--- src/rtl/apb_master_bridge_pkg.sv ---
// Shared types and constants for the APB requester bridge toward the SPI register window.
package apb_master_bridge_pkg;

  typedef enum logic [1:0] {
    StIdle   = 2'd0,
    StSetup  = 2'd1,
    StAccess = 2'd2
  } state_e;

  // Upper 20 address bits of the SPI peripheral register window (0x4000_2xxx).
  localparam logic [19:0] SpiRegBase = 20'h40002;

  localparam int unsigned DefAddrW    = 32;
  localparam int unsigned DefDataW    = 32;
  localparam int unsigned DefTimeout  = 16;
  localparam int unsigned DefToCntW   = 5;

  function automatic logic in_spi_window(input logic [31:0] addr);
    return addr[31:12] == SpiRegBase;
  endfunction

endpackage

--- src/rtl/apb_master_bridge_if.sv ---
// Command/response and APB signals of the bridge; master = bridge view, slave = the other side.
interface apb_master_bridge_if #(
  parameter int unsigned ADDR_W = 32,
  parameter int unsigned DATA_W = 32
);

  logic              i_cmd_valid;
  logic              o_cmd_ready;
  logic              i_cmd_write;
  logic [ADDR_W-1:0] i_cmd_addr;
  logic [DATA_W-1:0] i_cmd_wdata;

  logic              o_rsp_valid;
  logic [DATA_W-1:0] o_rsp_rdata;
  logic              o_rsp_err;
  logic              o_rsp_timeout;

  logic              o_psel;
  logic              o_penable;
  logic              o_pwrite;
  logic [ADDR_W-1:0] o_paddr;
  logic [DATA_W-1:0] o_pwdata;
  logic [DATA_W-1:0] i_prdata;
  logic              i_pready;
  logic              i_pslverr;

  modport master (
    input  i_cmd_valid, i_cmd_write, i_cmd_addr, i_cmd_wdata,
    output o_cmd_ready,
    output o_rsp_valid, o_rsp_rdata, o_rsp_err, o_rsp_timeout,
    output o_psel, o_penable, o_pwrite, o_paddr, o_pwdata,
    input  i_prdata, i_pready, i_pslverr
  );

  modport slave (
    output i_cmd_valid, i_cmd_write, i_cmd_addr, i_cmd_wdata,
    input  o_cmd_ready,
    input  o_rsp_valid, o_rsp_rdata, o_rsp_err, o_rsp_timeout,
    input  o_psel, o_penable, o_pwrite, o_paddr, o_pwdata,
    output i_prdata, i_pready, i_pslverr
  );

endinterface

--- src/rtl/apb_master_bridge_wait_timer.sv ---
// Counts ACCESS cycles spent waiting on PREADY; flags the cycle on which the wait limit is hit.
module apb_master_bridge_wait_timer #(
  parameter int unsigned TIMEOUT  = 16,
  parameter int unsigned TO_CNT_W = 5
) (
  input  logic clk_i,
  input  logic rst_ni,
  input  logic clear_i,
  input  logic enable_i,
  output logic expired_o
);

  // The current waited cycle is the TIMEOUT-th one when the count so far is TIMEOUT-1.
  localparam logic [TO_CNT_W-1:0] Limit = TO_CNT_W'(TIMEOUT - 1);

  logic [TO_CNT_W-1:0] count_q, count_d;

  always_comb begin
    count_d = count_q;
    if (clear_i) begin
      count_d = '0;
    end else if (enable_i && (count_q != {TO_CNT_W{1'b1}})) begin
      count_d = count_q + 1'b1;
    end
  end

  always_ff @(posedge clk_i or negedge rst_ni) begin
    if (!rst_ni) begin
      count_q <= '0;
    end else begin
      count_q <= count_d;
    end
  end

  assign expired_o = (TIMEOUT != 0) && enable_i && (count_q == Limit);

endmodule

--- src/rtl/apb_master_bridge.sv ---
// APB3 requester: turns single commands into SETUP/ACCESS transfers with a wait-state timeout.
module apb_master_bridge
  import apb_master_bridge_pkg::*;
#(
  parameter int unsigned ADDR_W   = DefAddrW,
  parameter int unsigned DATA_W   = DefDataW,
  parameter int unsigned TIMEOUT  = DefTimeout,
  parameter int unsigned TO_CNT_W = DefToCntW
) (
  input  logic                i_clk,
  input  logic                i_rst_n,
  apb_master_bridge_if.master bus
);

  state_e state_q, state_d;

  logic              psel_q, psel_d;
  logic              penable_q, penable_d;
  logic              pwrite_q, pwrite_d;
  logic [ADDR_W-1:0] paddr_q, paddr_d;
  logic [DATA_W-1:0] pwdata_q, pwdata_d;
  logic              rsp_valid_q, rsp_valid_d;
  logic [DATA_W-1:0] rsp_rdata_q, rsp_rdata_d;
  logic              rsp_err_q, rsp_err_d;
  logic              rsp_timeout_q, rsp_timeout_d;

  logic timer_clear;
  logic timer_en;
  logic timer_expired;

  assign timer_en = (state_q == StAccess) && !bus.i_pready;

  apb_master_bridge_wait_timer #(
    .TIMEOUT  (TIMEOUT),
    .TO_CNT_W (TO_CNT_W)
  ) u_wait_timer (
    .clk_i     (i_clk),
    .rst_ni    (i_rst_n),
    .clear_i   (timer_clear),
    .enable_i  (timer_en),
    .expired_o (timer_expired)
  );

  always_comb begin
    state_d       = state_q;
    psel_d        = psel_q;
    penable_d     = penable_q;
    pwrite_d      = pwrite_q;
    paddr_d       = paddr_q;
    pwdata_d      = pwdata_q;
    rsp_valid_d   = 1'b0;
    rsp_rdata_d   = rsp_rdata_q;
    rsp_err_d     = rsp_err_q;
    rsp_timeout_d = rsp_timeout_q;
    timer_clear   = 1'b0;

    unique case (state_q)
      StIdle: begin
        if (bus.i_cmd_valid) begin
          pwrite_d    = bus.i_cmd_write;
          paddr_d     = bus.i_cmd_addr;
          pwdata_d    = bus.i_cmd_wdata;
          psel_d      = 1'b1;
          penable_d   = 1'b0;
          timer_clear = 1'b1;
          state_d     = StSetup;
        end
      end
      StSetup: begin
        penable_d = 1'b1;
        state_d   = StAccess;
      end
      StAccess: begin
        // A PREADY on the limit cycle completes normally, so it is tested first.
        if (bus.i_pready) begin
          psel_d        = 1'b0;
          penable_d     = 1'b0;
          rsp_valid_d   = 1'b1;
          rsp_rdata_d   = pwrite_q ? '0 : bus.i_prdata;
          rsp_err_d     = bus.i_pslverr;
          rsp_timeout_d = 1'b0;
          state_d       = StIdle;
        end else if (timer_expired) begin
          psel_d        = 1'b0;
          penable_d     = 1'b0;
          rsp_valid_d   = 1'b1;
          rsp_rdata_d   = '0;
          rsp_err_d     = 1'b1;
          rsp_timeout_d = 1'b1;
          state_d       = StIdle;
        end
      end
      default: begin
        psel_d    = 1'b0;
        penable_d = 1'b0;
        state_d   = StIdle;
      end
    endcase
  end

  always_ff @(posedge i_clk or negedge i_rst_n) begin
    if (!i_rst_n) begin
      state_q       <= StIdle;
      psel_q        <= 1'b0;
      penable_q     <= 1'b0;
      pwrite_q      <= 1'b0;
      paddr_q       <= '0;
      pwdata_q      <= '0;
      rsp_valid_q   <= 1'b0;
      rsp_rdata_q   <= '0;
      rsp_err_q     <= 1'b0;
      rsp_timeout_q <= 1'b0;
    end else begin
      state_q       <= state_d;
      psel_q        <= psel_d;
      penable_q     <= penable_d;
      pwrite_q      <= pwrite_d;
      paddr_q       <= paddr_d;
      pwdata_q      <= pwdata_d;
      rsp_valid_q   <= rsp_valid_d;
      rsp_rdata_q   <= rsp_rdata_d;
      rsp_err_q     <= rsp_err_d;
      rsp_timeout_q <= rsp_timeout_d;
    end
  end

  assign bus.o_cmd_ready   = (state_q == StIdle);
  assign bus.o_psel        = psel_q;
  assign bus.o_penable     = penable_q;
  assign bus.o_pwrite      = pwrite_q;
  assign bus.o_paddr       = paddr_q;
  assign bus.o_pwdata      = pwdata_q;
  assign bus.o_rsp_valid   = rsp_valid_q;
  assign bus.o_rsp_rdata   = rsp_rdata_q;
  assign bus.o_rsp_err     = rsp_err_q;
  assign bus.o_rsp_timeout = rsp_timeout_q;

endmodule

--- src/flat_wrapper.sv ---
// flat-port wrapper written by rule: the top's interface ports become plain ports
module apb_master_bridge_flat import apb_master_bridge_pkg::*;
#(
  parameter int unsigned ADDR_W   = DefAddrW,
  parameter int unsigned DATA_W   = DefDataW,
  parameter int unsigned TIMEOUT  = DefTimeout,
  parameter int unsigned TO_CNT_W = DefToCntW
)
  (i_clk, i_rst_n, bus_i_cmd_valid, bus_i_cmd_write, bus_i_cmd_addr, bus_i_cmd_wdata, bus_o_cmd_ready, bus_o_rsp_valid, bus_o_rsp_rdata, bus_o_rsp_err, bus_o_rsp_timeout, bus_o_psel, bus_o_penable, bus_o_pwrite, bus_o_paddr, bus_o_pwdata, bus_i_prdata, bus_i_pready, bus_i_pslverr);
  apb_master_bridge_if #(.ADDR_W(ADDR_W), .DATA_W(DATA_W)) bus_i ();
  input  logic i_clk;
  input  logic i_rst_n;
  input wire logic [$bits(bus_i.i_cmd_valid)-1:0] bus_i_cmd_valid;
  input wire logic [$bits(bus_i.i_cmd_write)-1:0] bus_i_cmd_write;
  input wire logic [$bits(bus_i.i_cmd_addr)-1:0] bus_i_cmd_addr;
  input wire logic [$bits(bus_i.i_cmd_wdata)-1:0] bus_i_cmd_wdata;
  output wire logic [$bits(bus_i.o_cmd_ready)-1:0] bus_o_cmd_ready;
  output wire logic [$bits(bus_i.o_rsp_valid)-1:0] bus_o_rsp_valid;
  output wire logic [$bits(bus_i.o_rsp_rdata)-1:0] bus_o_rsp_rdata;
  output wire logic [$bits(bus_i.o_rsp_err)-1:0] bus_o_rsp_err;
  output wire logic [$bits(bus_i.o_rsp_timeout)-1:0] bus_o_rsp_timeout;
  output wire logic [$bits(bus_i.o_psel)-1:0] bus_o_psel;
  output wire logic [$bits(bus_i.o_penable)-1:0] bus_o_penable;
  output wire logic [$bits(bus_i.o_pwrite)-1:0] bus_o_pwrite;
  output wire logic [$bits(bus_i.o_paddr)-1:0] bus_o_paddr;
  output wire logic [$bits(bus_i.o_pwdata)-1:0] bus_o_pwdata;
  input wire logic [$bits(bus_i.i_prdata)-1:0] bus_i_prdata;
  input wire logic [$bits(bus_i.i_pready)-1:0] bus_i_pready;
  input wire logic [$bits(bus_i.i_pslverr)-1:0] bus_i_pslverr;
  assign bus_i.i_cmd_valid = bus_i_cmd_valid;
  assign bus_i.i_cmd_write = bus_i_cmd_write;
  assign bus_i.i_cmd_addr = bus_i_cmd_addr;
  assign bus_i.i_cmd_wdata = bus_i_cmd_wdata;
  assign bus_o_cmd_ready = bus_i.o_cmd_ready;
  assign bus_o_rsp_valid = bus_i.o_rsp_valid;
  assign bus_o_rsp_rdata = bus_i.o_rsp_rdata;
  assign bus_o_rsp_err = bus_i.o_rsp_err;
  assign bus_o_rsp_timeout = bus_i.o_rsp_timeout;
  assign bus_o_psel = bus_i.o_psel;
  assign bus_o_penable = bus_i.o_penable;
  assign bus_o_pwrite = bus_i.o_pwrite;
  assign bus_o_paddr = bus_i.o_paddr;
  assign bus_o_pwdata = bus_i.o_pwdata;
  assign bus_i.i_prdata = bus_i_prdata;
  assign bus_i.i_pready = bus_i_pready;
  assign bus_i.i_pslverr = bus_i_pslverr;
  apb_master_bridge #(.ADDR_W(ADDR_W), .DATA_W(DATA_W), .TIMEOUT(TIMEOUT), .TO_CNT_W(TO_CNT_W)) u_core (.i_clk(i_clk), .i_rst_n(i_rst_n), .bus(bus_i));
endmodule
--- config.mk ---
export PLATFORM = sky130hd
export DESIGN_NAME = apb_master_bridge_flat
export DESIGN_NICKNAME = d
export VERILOG_FILES = /design/src/rtl/apb_master_bridge_pkg.sv /design/src/rtl/apb_master_bridge_if.sv /design/src/rtl/apb_master_bridge_wait_timer.sv /design/src/rtl/apb_master_bridge.sv /design/src/flat_wrapper.sv
export SDC_FILE = /design/constraint.sdc
export NUM_CORES = 1
export LEC_CHECK = 0
export ABC_AREA = 0
export ABC_CLOCK_PERIOD_IN_PS = 4600
export CAP_MARGIN = 25
export CORE_ASPECT_RATIO = 1.2
export CORE_MARGIN = 4
export CORE_UTILIZATION = 45
export CTS_BUF_LIST = sky130_fd_sc_hd__clkbuf_4 sky130_fd_sc_hd__clkbuf_8
export DETAILED_ROUTE_END_ITERATION = 16
export MAX_ROUTING_LAYER = met4
export PLACE_DENSITY = 0.89
export SLEW_MARGIN = 40
export SYNTH_ARGS = -nofsm -noshare
export SYNTH_HDL_FRONTEND = slang
export SYNTH_SLANG_ARGS = --single-unit
--- constraint.sdc ---
create_clock -name i_clk -period 4.6 [get_ports i_clk]
set_input_delay 0.69 -clock i_clk [delete_from_list [all_inputs] [get_ports i_clk]]
set_output_delay 0.69 -clock i_clk [all_outputs]
set_load 0.03 [all_outputs]
==> results of run 1 <==
flip-flops by register name, summed over array words and instances (netlist names):
register                     cells
u_core.bus.o_paddr              32
u_core.bus.o_psel                1
u_core.bus.o_pwdata             32
u_core.bus.o_pwrite              1
u_core.bus.o_rsp_err             1
u_core.bus.o_rsp_rdata          32
u_core.bus.o_rsp_timeout         1
u_core.bus.o_rsp_valid           1
u_core.state_q                   2
u_core.u_wait_timer.count_q      5
cell usage in the layout, fill, tap and decap left out, types with 2 or more instances in the layout:
cell type / netlist / routed
sky130_fd_sc_hd__nor2_1: 5 / 4
sky130_fd_sc_hd__ha_1: 3 / 3
sky130_fd_sc_hd__nand2b_1: 3 / 2
sky130_fd_sc_hd__clkbuf_8: 0 / 11
sky130_fd_sc_hd__buf_6: 7 / 2
sky130_fd_sc_hd__nand2_1: 35 / 35
sky130_fd_sc_hd__clkdlybuf4s50_1: 0 / 203
sky130_fd_sc_hd__inv_1: 3 / 3
sky130_fd_sc_hd__mux2_1: 65 / 65
sky130_fd_sc_hd__a21oi_1: 3 / 3
sky130_fd_sc_hd__clkbuf_4: 0 / 2
sky130_fd_sc_hd__o21ai_1: 52 / 52
sky130_fd_sc_hd__dfrtp_1: 108 / 108
sky130_fd_sc_hd__o21ai_0: 13 / 13
sky130_fd_sc_hd__mux2i_1: 3 / 3
cell usage after synthesis (2+ instances only):
library cell,instances,area share (%)
sky130_fd_sc_hd__nand2b_1,3,0.44
sky130_fd_sc_hd__mux2_1,65,17
sky130_fd_sc_hd__mux2i_1,3,0.70
sky130_fd_sc_hd__nand2_1,35,3.1
sky130_fd_sc_hd__buf_2,8,0.94
sky130_fd_sc_hd__ha_1,3,0.88
sky130_fd_sc_hd__o21ai_1,52,6.1
sky130_fd_sc_hd__nor2b_1,2,0.29
sky130_fd_sc_hd__inv_1,3,0.26
sky130_fd_sc_hd__dfrtp_1,108,63
sky130_fd_sc_hd__nor2_1,5,0.44
sky130_fd_sc_hd__clkbuf_1,5,0.44
sky130_fd_sc_hd__a21oi_1,3,0.35
sky130_fd_sc_hd__o21ai_0,13,1.5
sky130_fd_sc_hd__buf_6,7,1.8
per-layer routing:
metal	track usage [%]	up-vias	part of all wire, %
li1	-	1518	-
met1	24.2	1604	38
met2	35.5	162	53
met3	5.16	19	6.9
met4	8.52	0	2.3
met5	-	-	0
final cells by class:
type / count / area (µm²)
sequential: 108 / 2700
tap: 120 / 150
timing repair buffer: 207 / 2080
fill: 636 / 2580
inverter: 4 / 15.0
multi-input combinational: 194 / 1440
clock buffer: 13 / 166
clock inverter: 3 / 43.8
power by group:
part / total (W) / internal, W / switching [W]
sequential: 0.00167 / 0.00141 / 0.000258
clock: 0.000601 / 0.000295 / 0.000306
combinational: 0.00269 / 0.00115 / 0.00154
how the worst max path moves through the flow:
stage | startpoint | endpoint | slack [ns]
floorplan | u_core.u_wait_timer.count_q[0] | u_core.bus.o_rsp_rdata[10] | 2.84
global placement | bus_i_pready | u_core.bus.o_rsp_rdata[1] | 1.96
detailed placement | bus_i_pready | u_core.bus.o_rsp_rdata[30] | 2.15
CTS | u_core.state_q[1] | bus_o_cmd_ready | 2.17
global route | u_core.state_q[1] | bus_o_cmd_ready | 2.12
finish | u_core.state_q[0] | bus_o_cmd_ready | 2.19
critical path, stage by stage, from the launching register on:
cell                              delay (ns)
sky130_fd_sc_hd__dfrtp_1                0.49
sky130_fd_sc_hd__nor2_1                 0.16
sky130_fd_sc_hd__clkdlybuf4s50_1        0.70
logic make-up after synthesis:
logic type | after synthesis
AO/OA/AOI/OAI | 72
buffers and inverters | 25
AND/OR/NAND/NOR | 50
multiplexers | 68
adder cells (fa/ha/maj) | 3
XOR/XNOR | 1
flip-flops | 108
metrics by stage:
stage	setup slack, ns	power (W)
6_report	2.19	0.00496
5_1_grt	2.12	0.00523
4_1_cts	2.17	0.00501
3_5_place_dp	2.15	0.00440
3_3_place_gp	1.96	0.00429
2_1_floorplan	2.84	0.00318
==> out/results.ini, run 1 <==
[placed_design]
detailed_place.area_um2=6370
placedCellCount=632
port-buffer-count=204
dp.final_hpwl_um=8320
routability_driven_placement_congestion_ratio=0.768

[timing]
setup_viol_count_final=0
finalHoldViolCount=0
fin_skew_ns=0.00550
worst_rel_slew_slack_pct=53.6
max_slew_violation_count=0
final_period_minus_worst_setup_slack_ns=2.41
setup_tns_ns=0
worstMarginPinSlew_ns=0.694
post-route-period-util_pct=52.3
fin_hold_ws_ns=0.303
maxClockFrequency_mhz=416
unrepaired_setup_endpoints_after_global_routing=no

[run]
maximum_capacitance_violations=0

[worst_setup_path]
reg2reg_depth=6
reg2reg_slack_ns=2.49
critical_path_peak_fanout=7
rr_startpoint=u_core.u_wait_timer.count_q[0]
startpoint_to_endpoint_class_of_the_critical_path=flop to output port
r2r_end=u_core.bus.o_rsp_rdata[30]
critPathRequiredTime_ns=3.91
arrival_ns=1.72
worstSetupStartpointType=flop
end_kind=output port

[yosys]
synth.ff_latch_count=108
synthesis.area_per_instance_um2=13.1
synth.distinct_cells=27
yosys_most_used_dff=sky130_fd_sc_hd__dfrtp_1
synth-xor-area-share_pct=0.205
largest_family_of_logic_cells_by_synthesized_area=multiplexers
synth_cells=327
yosys.area_share.adder_pct=0.879
yosys-mux-area-fraction_pct=17.8
seq_area_frac_synth_pct=63.3
simple_gate_portion_of_the_synthesized_area_pct=5.45
synth-edff-count=0
synth_async_sr_flop_share_pct=100
compound_gate_portion_of_the_synthesized_area_pct=8.70
syn_area_um2=4270
syn-num-nets=432
ys.warnings.count=0

[floorplan]
ioPinCount=205
floorplan.die.width_um=96.9
start_util_pct=46.6
die_h_um=115
fp.dieArea_um2=11100
core_um2=9180
core.rowCount=38

[route]
ant_nets=0
drt_pass1_iterations=4
detail_route.drc_violations=0
post_drt_via_cell_ratio=5.09
drtIter0Drc=159
detailroute.via_count=3303
wire_length_after_detailed_routing_um=11200
wire_length_per_cell_um=17.2

[layout]
final_core_utilization_pct=71.9
area_growth_pct=54.5
post-route-cell-area_um2=6600
fin_cells=649
finish.net_count=629
final_layout_size_suffix_gt1_share_pct=5.10
num_antenna_cells=0

[cts]
cts-htree-levels=3
numCtsBuffers=9
root_buffer=sky130_fd_sc_hd__clkbuf_8
clkSinkCount=108
tritoncts_clock_tree=done
clkLatencyLatePin_ns=0.36
postCtsSetupBuffers=0
cts-resized-gates=0
cts_hold_buffers=0
cts.reportedPaths.clkPinSlew_ns=0.10
clk_path_buf_depth=2

[pwr]
vdd_ir_drop_max_mv=0.418
power.density_cell_area_nw_per_um2=751
p_leak_nw=2.73

[global_routing]
pin_count_of_the_biggest_net_entering_global_routing=72
grt_overflow_total=0
number_of_global_route_vias_before_repair=3594
antenna_violations_before_repair=0
groute.usage.overall_pct=21.0
grt_first_pass_wirelength_um=18200

[worst_hold_path]
hold_path.class=primary input to asynchronous set/reset pin

[run_status]
outcome=finished clean

No activity file was read; power rests on OpenSTA's default activity.
==> run 2, diff against run 1 <==
ABC_CLOCK_PERIOD_IN_PS = 2200   (was 4600)
CORE_UTILIZATION = 38   (was 45)
PLACE_DENSITY = 0.81   (was 0.89)
clock period = 2.2 ns   (was 4.6 ns; I/O delays follow)
==> run 2 against run 1 <==
Setup slack lost 2.0 ns. Register-to-register slack lost 2.2 ns. Core utilization fell by 12 points. Die area up 17%. Non-clock buffer count up 5.
==> out/results.ini, run 2 (same netlist as run 1, synthesis figures left out) <==
[route]
ant_nets=0  ; unchanged
drt_pass1_iterations=4  ; unchanged
wire_length_per_cell_um=16.2  ; was 17.2 µm
detailroute.via_count=3249  ; was 3303
wire_length_after_detailed_routing_um=10800  ; was 11200 µm
drtIter0Drc=96  ; was 159
detail_route.drc_violations=0  ; unchanged
post_drt_via_cell_ratio=4.88  ; was 5.09

[placed_design]
port-buffer-count=204  ; unchanged
routability_driven_placement_congestion_ratio=0.754  ; was 0.768
detailed_place.area_um2=6430  ; was 6370 µm²
dp.final_hpwl_um=8090  ; was 8320 µm

[global_routing]
global_route.usage.met1_pct=18.8  ; was 24.2%
grt_most_used_layer=met2  ; unchanged
number_of_global_route_vias_before_repair=3545  ; was 3594
grtUsageMet2_pct=30.9  ; was 35.5%
antenna_violations_before_repair=0  ; unchanged
groute.usage.overall_pct=17.3  ; was 21.0%
pin_count_of_the_biggest_net_entering_global_routing=72  ; unchanged
grt_overflow_total=0  ; unchanged
grt_first_pass_wirelength_um=17400  ; was 18200 µm
grt.met3_usage_pct=5.13  ; was 5.16%

[layout]
layout.cells.most_common=sky130_fd_sc_hd__clkdlybuf4s50_1  ; unchanged
finish.net_count=634  ; was 629
highest_count_cells_in_the_layout_ignoring_fill_and_taps=sky130_fd_sc_hd__clkdlybuf4s50_1 (203), sky130_fd_sc_hd__dfrtp_1 (108), sky130_fd_sc_hd__mux2_1 (65), sky130_fd_sc_hd__o21ai_1 (52), sky130_fd_sc_hd__nand2_1 (35)  ; unchanged
num_antenna_cells=0  ; unchanged
final_layout_size_suffix_gt1_share_pct=5.62  ; was 5.10%
final_core_utilization_pct=60.2  ; was 71.9%
fillers=876  ; was 636
area_growth_pct=55.5  ; was 54.5%
post-route-cell-area_um2=6640  ; was 6600 µm²

[timing]
setup_tns_ns=0  ; unchanged
max_slew_violation_count=0  ; unchanged
worstMarginPinSlew_ns=0.434  ; was 0.694 ns
worst_rel_slew_slack_pct=70.9  ; was 53.6%
final_period_minus_worst_setup_slack_ns=2.01
post-route-period-util_pct=91.5
unrepaired_setup_endpoints_after_global_routing=no  ; unchanged
finalHoldViolCount=0  ; unchanged
fin_skew_ns=0.0110  ; was 0.00550 ns
maxClockFrequency_mhz=497
setup_viol_count_final=0  ; unchanged

[floorplan]
core_um2=11000  ; was 9180 µm²
start_util_pct=38.7  ; was 46.6%
floorplan.die.width_um=105  ; was 96.9 µm
fp.dieArea_um2=13000  ; was 11100 µm²
ioPinCount=205  ; unchanged
core.rowCount=42  ; was 38
die_h_um=124  ; was 115 µm

[worst_setup_path]
startpoint=u_core.state_q[0]  ; unchanged
rr_startpoint=u_core.u_wait_timer.count_q[0]  ; unchanged
arrival_ns=1.68  ; was 1.72 ns
critical_path_peak_fanout=7  ; unchanged
worstSetupStartpointType=flop  ; unchanged
critPathRequiredTime_ns=1.87  ; was 3.91 ns
startpoint_to_endpoint_class_of_the_critical_path=flop to output port  ; unchanged
end_kind=output port  ; unchanged

[cts]
tritoncts_clock_tree=done  ; unchanged
clkLatencyLatePin_ns=0.36  ; about the same
clk_path_buf_depth=2  ; unchanged
numCtsBuffers=9  ; unchanged
postCtsSetupBuffers=0  ; unchanged
cts-htree-levels=3  ; unchanged
root_buffer=sky130_fd_sc_hd__clkbuf_8  ; unchanged
cts_hold_buffers=1  ; was 0
cts.reportedPaths.clkPinSlew_ns=0.11  ; was 0.10 ns
clkSinkCount=108  ; unchanged
cts-resized-gates=0  ; unchanged

[pwr]
p_leak_nw=2.74  ; was 2.73 nW
vdd_ir_drop_max_mv=0.834  ; was 0.418 mV
power.density_cell_area_nw_per_um2=1550  ; was 751 nW/µm²

[run_status]
outcome=finished clean  ; unchanged

[worst_hold_path]
hold_path.class=primary input to asynchronous set/reset pin  ; unchanged

[run]
maximum_capacitance_violations=0  ; unchanged

[run 2: stage by stage]
stage               std cells  power [W]  setup WS, ns  hold slack, ns
detailed placement        649    0.00922         0.234           0.166
CTS                       666     0.0105         0.159           0.321
floorplan                 327    0.00665         0.438          0.0344
global placement          649    0.00905         0.269           0.163
global route              666     0.0109        0.0504           0.339
finish                    666     0.0103         0.187           0.350
[run 2: worst paths after layout]
path	cells after the start	slack, ns	end
max in group asynchronous	3	1.21	u_core.bus.o_paddr[17]
min reg2reg	1	0.48	u_core.u_wait_timer.count_q[3]
min	2	0.35	u_core.bus.o_pwdata[29]
max	2	0.19	bus_o_cmd_ready
max reg2reg	6	0.32	u_core.u_wait_timer.count_q[3]
min in group i_clk	1	0.48	u_core.u_wait_timer.count_q[3]
[run 2: power by group]
group          leakage [nW]  internal [W]  switching, W  total [W]
logic                  1.32       0.00244       0.00319    0.00563
registers              1.33       0.00295      0.000521    0.00347
clock network        0.0918      0.000531      0.000680    0.00121
total                  2.74       0.00591       0.00439     0.0103
[run 2: layout make-up]
class / instances / area (µm²) / area share, %
clock inverter: 7 / 75.1 / 1.13
clock buffer: 9 / 124 / 1.86
sequential: 108 / 2700 / 40.7
inverter: 4 / 15.0 / 0.226
multi-input combinational: 194 / 1420 / 21.4
timing repair buffer: 212 / 2140 / 32.2
tap: 132 / 165 / 2.49
[run 2: critical path, cell delays in order, from the launching register on]
cell and delay, ns:
sky130_fd_sc_hd__dfrtp_1 0.49, sky130_fd_sc_hd__nor2_1 0.15, sky130_fd_sc_hd__clkdlybuf4s50_1 0.68
[run 2: layer usage]
metal  part of all wire [%]  up-vias
li1                       -     1520
met1                     39     1578
met2                     53      138
met3                    7.2       13
met4                    1.4        0
met5                      0        -
